## config.mk

```make
export PLATFORM = sky130hd
export DESIGN_NAME = input_conditioner_flat
export DESIGN_NICKNAME = d
export VERILOG_FILES = /design/src/rtl/input_conditioner_pkg.sv /design/src/rtl/input_conditioner_if.sv /design/src/rtl/conditioner_channel.sv /design/src/rtl/input_conditioner.sv /design/src/flat_wrapper.sv
export SDC_FILE = /design/constraint.sdc
export NUM_CORES = 1
export LEC_CHECK = 0
export BUFFER_PORTS_ARGS = -buffer_cell sky130_fd_sc_hd__buf_4
export CORE_ASPECT_RATIO = 1.2
export CORE_MARGIN = 2
export CORE_UTILIZATION = 60
export DETAILED_ROUTE_END_ITERATION = 8
export PLACE_DENSITY = 0.76
export SLEW_MARGIN = 20
export SYNTH_ARGS = -nofsm -noshare
export SYNTH_HDL_FRONTEND = slang
export SYNTH_SLANG_ARGS = --single-unit
```

## constraint.sdc

```tcl
create_clock -name Clock -period 3.3 [get_ports Clock]
set_clock_uncertainty 0.15 [all_clocks]
set_input_delay 0.495 -clock Clock [delete_from_list [all_inputs] [get_ports Clock]]
set_output_delay 0.495 -clock Clock [all_outputs]
set_load 0.01 [all_outputs]
```

## src/rtl/input_conditioner_pkg.sv

```systemverilog
// Shared types and default constants for the push-button / sensor input conditioner.
package input_conditioner_pkg;

  typedef enum logic [1:0] {
    IDLE    = 2'd0,
    PRESSED = 2'd1,
    LONG    = 2'd2
  } cond_state_t;

  localparam int DEFAULT_NUM_CHANNELS      = 5;
  localparam int DEFAULT_DEBOUNCE_CYCLES   = 33;
  localparam int DEFAULT_LONG_PRESS_CYCLES = 32768;

endpackage

```

## src/rtl/input_conditioner_if.sv

```systemverilog
// Raw pin inputs and conditioned per-channel outputs of the input conditioner.
interface input_conditioner_if
  import input_conditioner_pkg::*;
#(
  parameter int NUM_CHANNELS = DEFAULT_NUM_CHANNELS
);

  logic [NUM_CHANNELS-1:0] nIn;
  logic [NUM_CHANNELS-1:0] Level;
  logic [NUM_CHANNELS-1:0] Press;
  logic [NUM_CHANNELS-1:0] Release;
  logic [NUM_CHANNELS-1:0] LongPress;

  modport master (
    output nIn,
    input  Level,
    input  Press,
    input  Release,
    input  LongPress
  );

  modport slave (
    input  nIn,
    output Level,
    output Press,
    output Release,
    output LongPress
  );

endinterface

```

## src/rtl/conditioner_channel.sv

```systemverilog
// One input channel: two-flop synchroniser, optional debounce, and hold-time FSM
// producing registered Level plus Press / Release / LongPress pulses.
module conditioner_channel
  import input_conditioner_pkg::*;
#(
  parameter int DEBOUNCE_CYCLES   = DEFAULT_DEBOUNCE_CYCLES,
  parameter int LONG_PRESS_CYCLES = DEFAULT_LONG_PRESS_CYCLES,
  parameter bit BYPASS            = 1'b0
) (
  input  logic Clock,
  input  logic nReset,
  input  logic n_in,
  output logic level,
  output logic press_pulse,
  output logic release_pulse,
  output logic long_pulse
);

  localparam int DEB_W  = $clog2(DEBOUNCE_CYCLES + 1);
  localparam int HOLD_W = $clog2(LONG_PRESS_CYCLES + 1);
  localparam logic [DEB_W-1:0]  DEB_LAST  = DEB_W'(DEBOUNCE_CYCLES - 1);
  localparam logic [HOLD_W-1:0] HOLD_MAX  = HOLD_W'(LONG_PRESS_CYCLES);
  localparam logic [HOLD_W-1:0] HOLD_LAST = HOLD_W'(LONG_PRESS_CYCLES - 1);

  logic              sync1_reg, sync2_reg;
  logic              active;
  logic [DEB_W-1:0]  deb_cnt_reg, deb_cnt_next;
  logic [HOLD_W-1:0] hold_cnt_reg, hold_cnt_next;
  cond_state_t       state_reg, state_next;
  logic              level_reg, level_next;
  logic              press_reg, press_next;
  logic              release_reg, release_next;
  logic              long_reg, long_next;

  assign active = ~sync2_reg;

  // Synchroniser resets to the released (pulled-up) pin level.
  always_ff @(posedge Clock or negedge nReset) begin
    if (!nReset) begin
      sync1_reg <= 1'b1;
      sync2_reg <= 1'b1;
    end else begin
      sync1_reg <= n_in;
      sync2_reg <= sync1_reg;
    end
  end

  // Debounce: the level flips on the cycle the disagreement count would hit the window.
  always_comb begin
    deb_cnt_next = '0;
    level_next   = level_reg;
    if (BYPASS) begin
      level_next = active;
    end else if (active != level_reg) begin
      if (deb_cnt_reg == DEB_LAST) begin
        level_next = active;
      end else begin
        deb_cnt_next = deb_cnt_reg + DEB_W'(1);
      end
    end
  end

  always_comb begin
    state_next    = state_reg;
    hold_cnt_next = hold_cnt_reg;
    press_next    = 1'b0;
    release_next  = 1'b0;
    long_next     = 1'b0;
    case (state_reg)
      IDLE: begin
        if (level_next) begin
          state_next    = PRESSED;
          press_next    = 1'b1;
          hold_cnt_next = '0;
        end
      end
      PRESSED: begin
        if (!level_next) begin
          state_next    = IDLE;
          release_next  = 1'b1;
          hold_cnt_next = '0;
        end else begin
          if (hold_cnt_reg != HOLD_MAX) begin
            hold_cnt_next = hold_cnt_reg + HOLD_W'(1);
          end
          if (hold_cnt_reg == HOLD_LAST) begin
            state_next = LONG;
            long_next  = 1'b1;
          end
        end
      end
      LONG: begin
        // Counter stays saturated here, so LongPress cannot repeat until re-press.
        if (!level_next) begin
          state_next    = IDLE;
          release_next  = 1'b1;
          hold_cnt_next = '0;
        end
      end
      default: begin
        state_next    = IDLE;
        hold_cnt_next = '0;
      end
    endcase
  end

  always_ff @(posedge Clock or negedge nReset) begin
    if (!nReset) begin
      deb_cnt_reg  <= '0;
      hold_cnt_reg <= '0;
      state_reg    <= IDLE;
      level_reg    <= 1'b0;
      press_reg    <= 1'b0;
      release_reg  <= 1'b0;
      long_reg     <= 1'b0;
    end else begin
      deb_cnt_reg  <= deb_cnt_next;
      hold_cnt_reg <= hold_cnt_next;
      state_reg    <= state_next;
      level_reg    <= level_next;
      press_reg    <= press_next;
      release_reg  <= release_next;
      long_reg     <= long_next;
    end
  end

  assign level         = level_reg;
  assign press_pulse   = press_reg;
  assign release_pulse = release_reg;
  assign long_pulse    = long_reg;

endmodule

```

## src/rtl/input_conditioner.sv

```systemverilog
// Multi-channel input conditioner: one independent conditioner_channel per active-low pin.
module input_conditioner
  import input_conditioner_pkg::*;
#(
  parameter int                      NUM_CHANNELS      = DEFAULT_NUM_CHANNELS,
  parameter int                      DEBOUNCE_CYCLES   = DEFAULT_DEBOUNCE_CYCLES,
  parameter int                      LONG_PRESS_CYCLES = DEFAULT_LONG_PRESS_CYCLES,
  parameter logic [NUM_CHANNELS-1:0] DEBOUNCE_MASK     = '1
) (
  input  logic                Clock,
  input  logic                nReset,
  input_conditioner_if.slave  bus
);

  logic [NUM_CHANNELS-1:0] level_vec;
  logic [NUM_CHANNELS-1:0] press_vec;
  logic [NUM_CHANNELS-1:0] release_vec;
  logic [NUM_CHANNELS-1:0] long_vec;

  for (genvar gi = 0; gi < NUM_CHANNELS; gi++) begin : g_ch
    // A cleared mask bit marks a clean sensor input that skips debouncing.
    conditioner_channel #(
      .DEBOUNCE_CYCLES   (DEBOUNCE_CYCLES),
      .LONG_PRESS_CYCLES (LONG_PRESS_CYCLES),
      .BYPASS            (!DEBOUNCE_MASK[gi])
    ) u_channel (
      .Clock         (Clock),
      .nReset        (nReset),
      .n_in          (bus.nIn[gi]),
      .level         (level_vec[gi]),
      .press_pulse   (press_vec[gi]),
      .release_pulse (release_vec[gi]),
      .long_pulse    (long_vec[gi])
    );
  end

  assign bus.Level     = level_vec;
  assign bus.Press     = press_vec;
  assign bus.Release   = release_vec;
  assign bus.LongPress = long_vec;

endmodule

```

## src/flat_wrapper.sv

```systemverilog
// flat-port wrapper written by rule: the top's interface ports become plain ports
module input_conditioner_flat import input_conditioner_pkg::*;
#(
  parameter int                      NUM_CHANNELS      = DEFAULT_NUM_CHANNELS,
  parameter int                      DEBOUNCE_CYCLES   = DEFAULT_DEBOUNCE_CYCLES,
  parameter int                      LONG_PRESS_CYCLES = DEFAULT_LONG_PRESS_CYCLES,
  parameter logic [NUM_CHANNELS-1:0] DEBOUNCE_MASK     = '1
)
  (Clock, nReset, bus_nIn, bus_Level, bus_Press, bus_Release, bus_LongPress);
  input_conditioner_if #(.NUM_CHANNELS(NUM_CHANNELS)) bus_i ();
  input  logic Clock;
  input  logic nReset;
  input wire logic [$bits(bus_i.nIn)-1:0] bus_nIn;
  output wire logic [$bits(bus_i.Level)-1:0] bus_Level;
  output wire logic [$bits(bus_i.Press)-1:0] bus_Press;
  output wire logic [$bits(bus_i.Release)-1:0] bus_Release;
  output wire logic [$bits(bus_i.LongPress)-1:0] bus_LongPress;
  assign bus_i.nIn = bus_nIn;
  assign bus_Level = bus_i.Level;
  assign bus_Press = bus_i.Press;
  assign bus_Release = bus_i.Release;
  assign bus_LongPress = bus_i.LongPress;
  input_conditioner #(.NUM_CHANNELS(NUM_CHANNELS), .DEBOUNCE_CYCLES(DEBOUNCE_CYCLES), .LONG_PRESS_CYCLES(LONG_PRESS_CYCLES), .DEBOUNCE_MASK(DEBOUNCE_MASK)) u_core (.Clock(Clock), .nReset(nReset), .bus(bus_i));
endmodule
```

-- Yosys cells after proc, flatten, opt, wreduce, memory -nomap -nowiden
Index checks and enable logic that the tools add are counted.
- bitwise gates (word level): 5
- add/sub/neg operators: 10
- reductions and logical operators: 20
- eq/ne operators: 50
- mux-type cells: 105
- operators by type and width (kind ; count):
    2-to-1 mux 16 bit ; 20
    one-hot mux 16 bit (3 select lines) ; 5
    adder 16 x 1 -> 16 bit, second input constant ; 5
    equality test 16 x 15 -> 1 bit, second input constant ; 5
    inequality test 16 bit, second input constant ; 5
    2-to-1 mux 6 bit ; 10
    2-to-1 mux 1 bit ; 45
    2-to-1 mux 2 bit ; 20
    adder 6 x 1 -> 6 bit, second input constant ; 5
    equality test 6 bit, second input constant ; 5
    inequality test 3 bit, second input constant ; 10
    one-hot mux 2 bit (3 select lines) ; 5
    AND reduction 3 bit ; 10
    inequality test 2 bit, second input constant ; 10
    equality test 2 x 1 -> 1 bit, second input constant ; 5
    equality test 2 bit, second input constant ; 5
    zero test 2 bit ; 5
    OR reduction 2 bit ; 5
    inequality test 1 bit ; 5
    NOT 1 bit ; 5
- logic and storage cells: 235
- output and inout bits: 20
- input bits: 7
- register bits after elaboration: 150

-- Depth between registers and ports, before layout
- word-level depth: 5
- depth in mapped cells: 9
- depth with buffers taken out: 8

-- By module
From an unflattened synthesis, not the netlist that was laid out.
- cell total of the unflattened synthesis: 913
- area total of the unflattened synthesis: 8614.5 um^2
- modules (own cells, without submodules) (module ; seq. area each (um^2) ; instances ; area each (um^2) ; cells an instance):
    conditioner_channel (u_core.g_ch[0].u_channel ...) ; 753.2 ; 4 ; 1732.9 ; 184
    conditioner_channel (u_core.g_ch[4].u_channel) ; 753.2 ; 1 ; 1682.9 ; 177

-- Least setup slack after synthesis
Ideal clock, no wire load.
- kind: reg-to-reg
- start: register u_core.g_ch[0].u_channel.deb_cnt_reg[0]
- end: register u_core.g_ch[0].u_channel.hold_cnt_reg[10]
- setup slack: 920 ps
- data required time: 3024 ps
- library setup time: 126 ps
- buffers on the path: 2
- arrival: 2104 ps
- cell stages (with the launch flop): 10
- clock period less this slack: 2380 ps
- cells stage by stage: dfrtp_1 -> inv_1 -> ha_1 -> and4bb_1 -> and4_1 -> or3_1 -> buf_6 -> o21bai_4 -> buf_6 -> a221o_1
- word-level cells in the longest chain between the ends: 5
- elaborated cells on any way between the ends: 9
- those cells by class: eq/ne (4); mux (4); reduce/logical (1)
- ends and longest elaborated chain (element ; RTL line ; source):
    from (decl) ; conditioner_channel.sv:27 ; logic [DEB_W-1:0] deb_cnt_reg, deb_cnt_next;
    from (signal assigned) ; conditioner_channel.sv:117 ; deb_cnt_reg <= deb_cnt_next;
    equality test 6 bit * ; conditioner_channel.sv:55 ; if (deb_cnt_reg == DEB_LAST) begin
    2-to-1 mux 1 bit * ; conditioner_channel.sv:55 ;
    2-to-1 mux 1 bit * ; conditioner_channel.sv:54 ; end else if (active != level_reg) begin
    inequality test 3 bit (no source line), or another cell as far along ; - ;
    AND reduction 3 bit (no source line) or one-hot mux 16 bit (3 select lines) (tied branches) ; - ;
    to (signal assigned) ; conditioner_channel.sv:118 ; hold_cnt_reg <= hold_cnt_next;
    to (decl) ; conditioner_channel.sv:28 ; logic [HOLD_W-1:0] hold_cnt_reg, hold_cnt_next;
Mark *: on every way between the ends. The rest lies on a longest branch, timed or not.
A chain may end at the register's enable or synchronous reset.

-- Final worst setup path
- start: register u_core.g_ch[3].u_channel.deb_cnt_reg[0]
- end: register u_core.g_ch[3].u_channel.hold_cnt_reg[8]
- word-level cells in the longest chain between the ends: 5
- elaborated cells on any way between the ends: 9
- those cells by class: eq/ne (4); mux (4); reduce/logical (1)
- ends and longest elaborated chain (element ; RTL line):
    from (decl) ; conditioner_channel.sv:27
    from (signal assigned) ; conditioner_channel.sv:117
    equality test 6 bit * ; conditioner_channel.sv:55
    2-to-1 mux 1 bit * ; conditioner_channel.sv:55
    2-to-1 mux 1 bit * ; conditioner_channel.sv:54
    inequality test 3 bit (no source line), or another cell as far along ; -
    AND reduction 3 bit (no source line) or one-hot mux 16 bit (3 select lines) (tied branches) ; -
    to (signal assigned) ; conditioner_channel.sv:118
    to (decl) ; conditioner_channel.sv:28
Marks and branches as above.

==> impl_metrics.csv <==
group,metric,value,unit
setup_path,cp.arrival,2.80,ns
setup_path,reg2reg_depth,7,
yosys,yosys_register_bits,150,
clocking,clk_path_buf_depth,2,
global_route,grt_usage,24.0,%
final_layout,final_common_cell,"dfrtp_1",
floorplan,core_area,13700,µm²
min_path,worstHoldPathCells,1,
yosys,syn_area,8350,µm²
clocking,cts.sinks,150,
clocking,clkTransAtPathRegs,0.06,ns
yosys,synth.avg_cell_area,9.63,µm²
min_path,hold_class,"in2reg",
global_route,antenna_found_initial,0,
timing,slew_headroom,39.1,%
min_path,hold_path_end,"u_core.g_ch[4].u_channel.sync1_reg",
placement,gp_congestion,0.916,
pwr,p_per_area,446,nW/µm²
global_route,grt_overflow,0,
final_layout,nets,913,
floorplan,placementRows,47,
placement,place_hpwl,11800,µm
setup_path,critPathBufInv,1,
placement,pre_cts_ws,0.666,ns
clocking,cts_setup_buffers,0,
setup_path,critPathLaunchType,"flop",
final_layout,largest_reg_flops,80,
final_layout,syn2layout_area_growth,10.2,%
placement,dp_cells,1022,
floorplan,io_pins,27,
yosys,synthDistinctLibCells,73,
route,dr.pass1.iters,5,
setup_path,endpoint_kind,"flop",
route,first_iter_violations,499,
final_layout,layout_common_cells,"dfrtp_1, nor2_1, nand2_1",
setup_path,crit_path_cell_trace,"inv_1 > ha_1 > and4bb_1 > and4_1 > or3_1 > o21bai_1 > a221o_1",
pwr,ir_drop,0.000377,V
timing,post-route-period-util,80.2,%
setup_path,rr_startpoint,"u_core.g_ch[3].u_channel.deb_cnt_reg[0]",
global_route,grt_pass1_vias,6502,
floorplan,start_util,61.0,%
placement,dpl_cell_area,8540,µm²
timing,rsz0062_at_grt,"false",
status,outcome,"finished, final reports clean",
flow_run,cap_viol_max_count,0,
clocking,cts_hold_buffers,1,
clocking,clockRootBuffer,"clkbuf_16",
pwr,leakagePower,4.19,nW
yosys,synth-edff-count,0,
route,drt-wirelength-per-cell,16.3,µm
yosys,syn_nets,909,
clocking,cts-resized-gates,0,
floorplan,die_x,112,µm
clocking,cts_tree,"built",
setup_path,path_max_fanout,11,
clocking,cts_htree_levels,4,
min_path,hp-start,"bus_nIn[4]",
final_layout,instances_no_fill,1055,
setup_path,r2r_slack,0.65,ns
final_layout,postLayoutCellArea,9200,µm²
yosys,yosysSeqAreaShare,45.1,%
timing,fin_ws,0.654,ns
final_layout,antennaDiodeCount,0,
setup_path,r2r-end,"u_core.g_ch[3].u_channel.hold_cnt_reg[8]",
setup_path,slowest_delay,0.49,ns
setup_path,required,3.46,ns
global_route,grt_max_degree,67,
timing,worstMarginPinSlew,0.888,ns
route,detail-route-antenna-nets,0,
route,wl,17200,µm
clocking,cts_buffers,17,
timing,final-setup-viol-count,0,
clocking,clock_latency,0.43,ns
route,route.detailed.drc,0,
yosys,async_reset_ff_share,100,%
route,vias,6630,
timing,setup_tns,0,ns
timing,hold_viol,0,
final_layout,drive_gt1_share,9.50,%
setup_path,crit_type,"reg2reg",
floorplan,dieArea,14900,µm²
final_layout,fillers,1036,
timing,slew_viol_final,0,
yosys,synthFlopType,"dfrtp_1",
floorplan,die_h,133,µm
route,via_per_inst,6.28,
global_route,grt_pass1_wl,29700,µm
setup_path,cp_slowest_cell,"or3_1",
final_layout,utilization,67.2,%
timing,fmax,0.378,GHz
setup_path,critical_path.top_delay_family,"simple AND/OR/NAND/NOR gates",
placement,port_buffers,26,
yosys,yosysWarningCount,0,
timing,period_minus_slack,2.65,ns
yosys,netlist_instances,867,
## where the power goes
part | switching, mW | internal (mW) | total [mW]
logic | 0.0625 | 0.0317 | 0.0941
clock network | 0.758 | 1.36 | 2.12
registers | 0.0217 | 1.87 | 1.89
## metal layers
layer	routed length (µm)	up-vias	GRT usage (%)
met5	0	-	0
met4	351	0	9.26
met3	752	35	4.91
met2	8660	194	40.8
met1	7450	3219	30.1
li1	-	3182	-
## worst reg2reg max path, delay by kind of cell (launching register included)
| family | cells | cell delay (ns) |
|---|---|---|
| fa+ha+maj | 1 | 0.20 |
| simple gates | 3 | 0.90 |
| buf+inv | 1 | 0.06 |
| flops | 1 | 0.40 |
| compound gates | 2 | 0.81 |
## cell families after synthesis
| family | synth area share, % |
|---|---|
| AOI/OAI and AO/OA | 15.0 |
| xor gates and xnor gates | 3.04 |
| DFF | 45.1 |
| adders and majority gates | 5.24 |
| and+or+nand+nor | 24.1 |
| buffers and inverters | 5.74 |
| muxes | 1.83 |
## how the worst max path moves through the flow
stage / start / to / slack (ns) / cells after the start
3_5_place_dp: u_core.g_ch[3].u_channel.deb_cnt_reg[0] / u_core.g_ch[3].u_channel.hold_cnt_reg[8] / 0.67 / 7
6_report: u_core.g_ch[3].u_channel.deb_cnt_reg[0] / u_core.g_ch[3].u_channel.hold_cnt_reg[8] / 0.65 / 7
4_1_cts: u_core.g_ch[3].u_channel.deb_cnt_reg[0] / u_core.g_ch[3].u_channel.hold_cnt_reg[8] / 0.67 / 7
5_1_grt: u_core.g_ch[2].u_channel.deb_cnt_reg[0] / u_core.g_ch[2].u_channel.hold_cnt_reg[11] / 0.47 / 8
2_1_floorplan: u_core.g_ch[0].u_channel.deb_cnt_reg[0] / u_core.g_ch[0].u_channel.hold_cnt_reg[10] / 0.92 / 9
3_3_place_gp: u_core.g_ch[3].u_channel.deb_cnt_reg[0] / u_core.g_ch[3].u_channel.hold_cnt_reg[14] / 0.75 / 7
## synthesized netlist by cell type (all sizes together), types with 4 or more instances
master	number	area share, %
nand3	57	3.5
xor2	8	0.84
nand4bb	5	0.67
nor3	18	1.1
or3b	4	0.42
and4	8	0.84
nand2b	7	0.52
nand4	24	1.8
a22o	8	0.84
clkbuf	20	0.90
mux2	7	0.94
dfstp	10	3.1
a31oi	10	0.75
or3	5	0.37
nor3b	8	0.72
or4	8	0.76
nor2	81	3.6
o21ai	32	2.0
nand2	59	2.7
xnor2	21	2.2
o211a	6	0.72
inv	58	2.6
and2	14	1.1
dfrtp	140	42
a211o	11	1.2
mux2i	7	0.88
and3	36	2.7
o211ai	6	0.54
a21oi	27	1.7
a21boi	4	0.36
a41oi	7	0.73
a221o	28	3.4
nor4	14	1.0
nor4b	11	1.2
buf	25	2.2
ha	35	5.2
## metrics by stage
stage	total power, mW	hold slack, ns
2_1_floorplan	1.95	0.0494
3_3_place_gp	2.01	0.196
3_5_place_dp	2.02	0.198
4_1_cts	4.14	0.00175
5_1_grt	4.24	0.00490
6_report	4.10	0.0185
## layout make-up
cell class                      count  area, µm²  area share, %
Multi-Input combinational cell    614       4110           44.7
Inverter                           58        218           2.37
Clock inverter                     12        201           2.19
Clock buffer                       20        447           4.85
Timing Repair Buffer               30        244           2.65
Sequential cell                   150       3770           40.9
Tap cell                          171        214           2.33
Power figures use the tool's default switching activity.
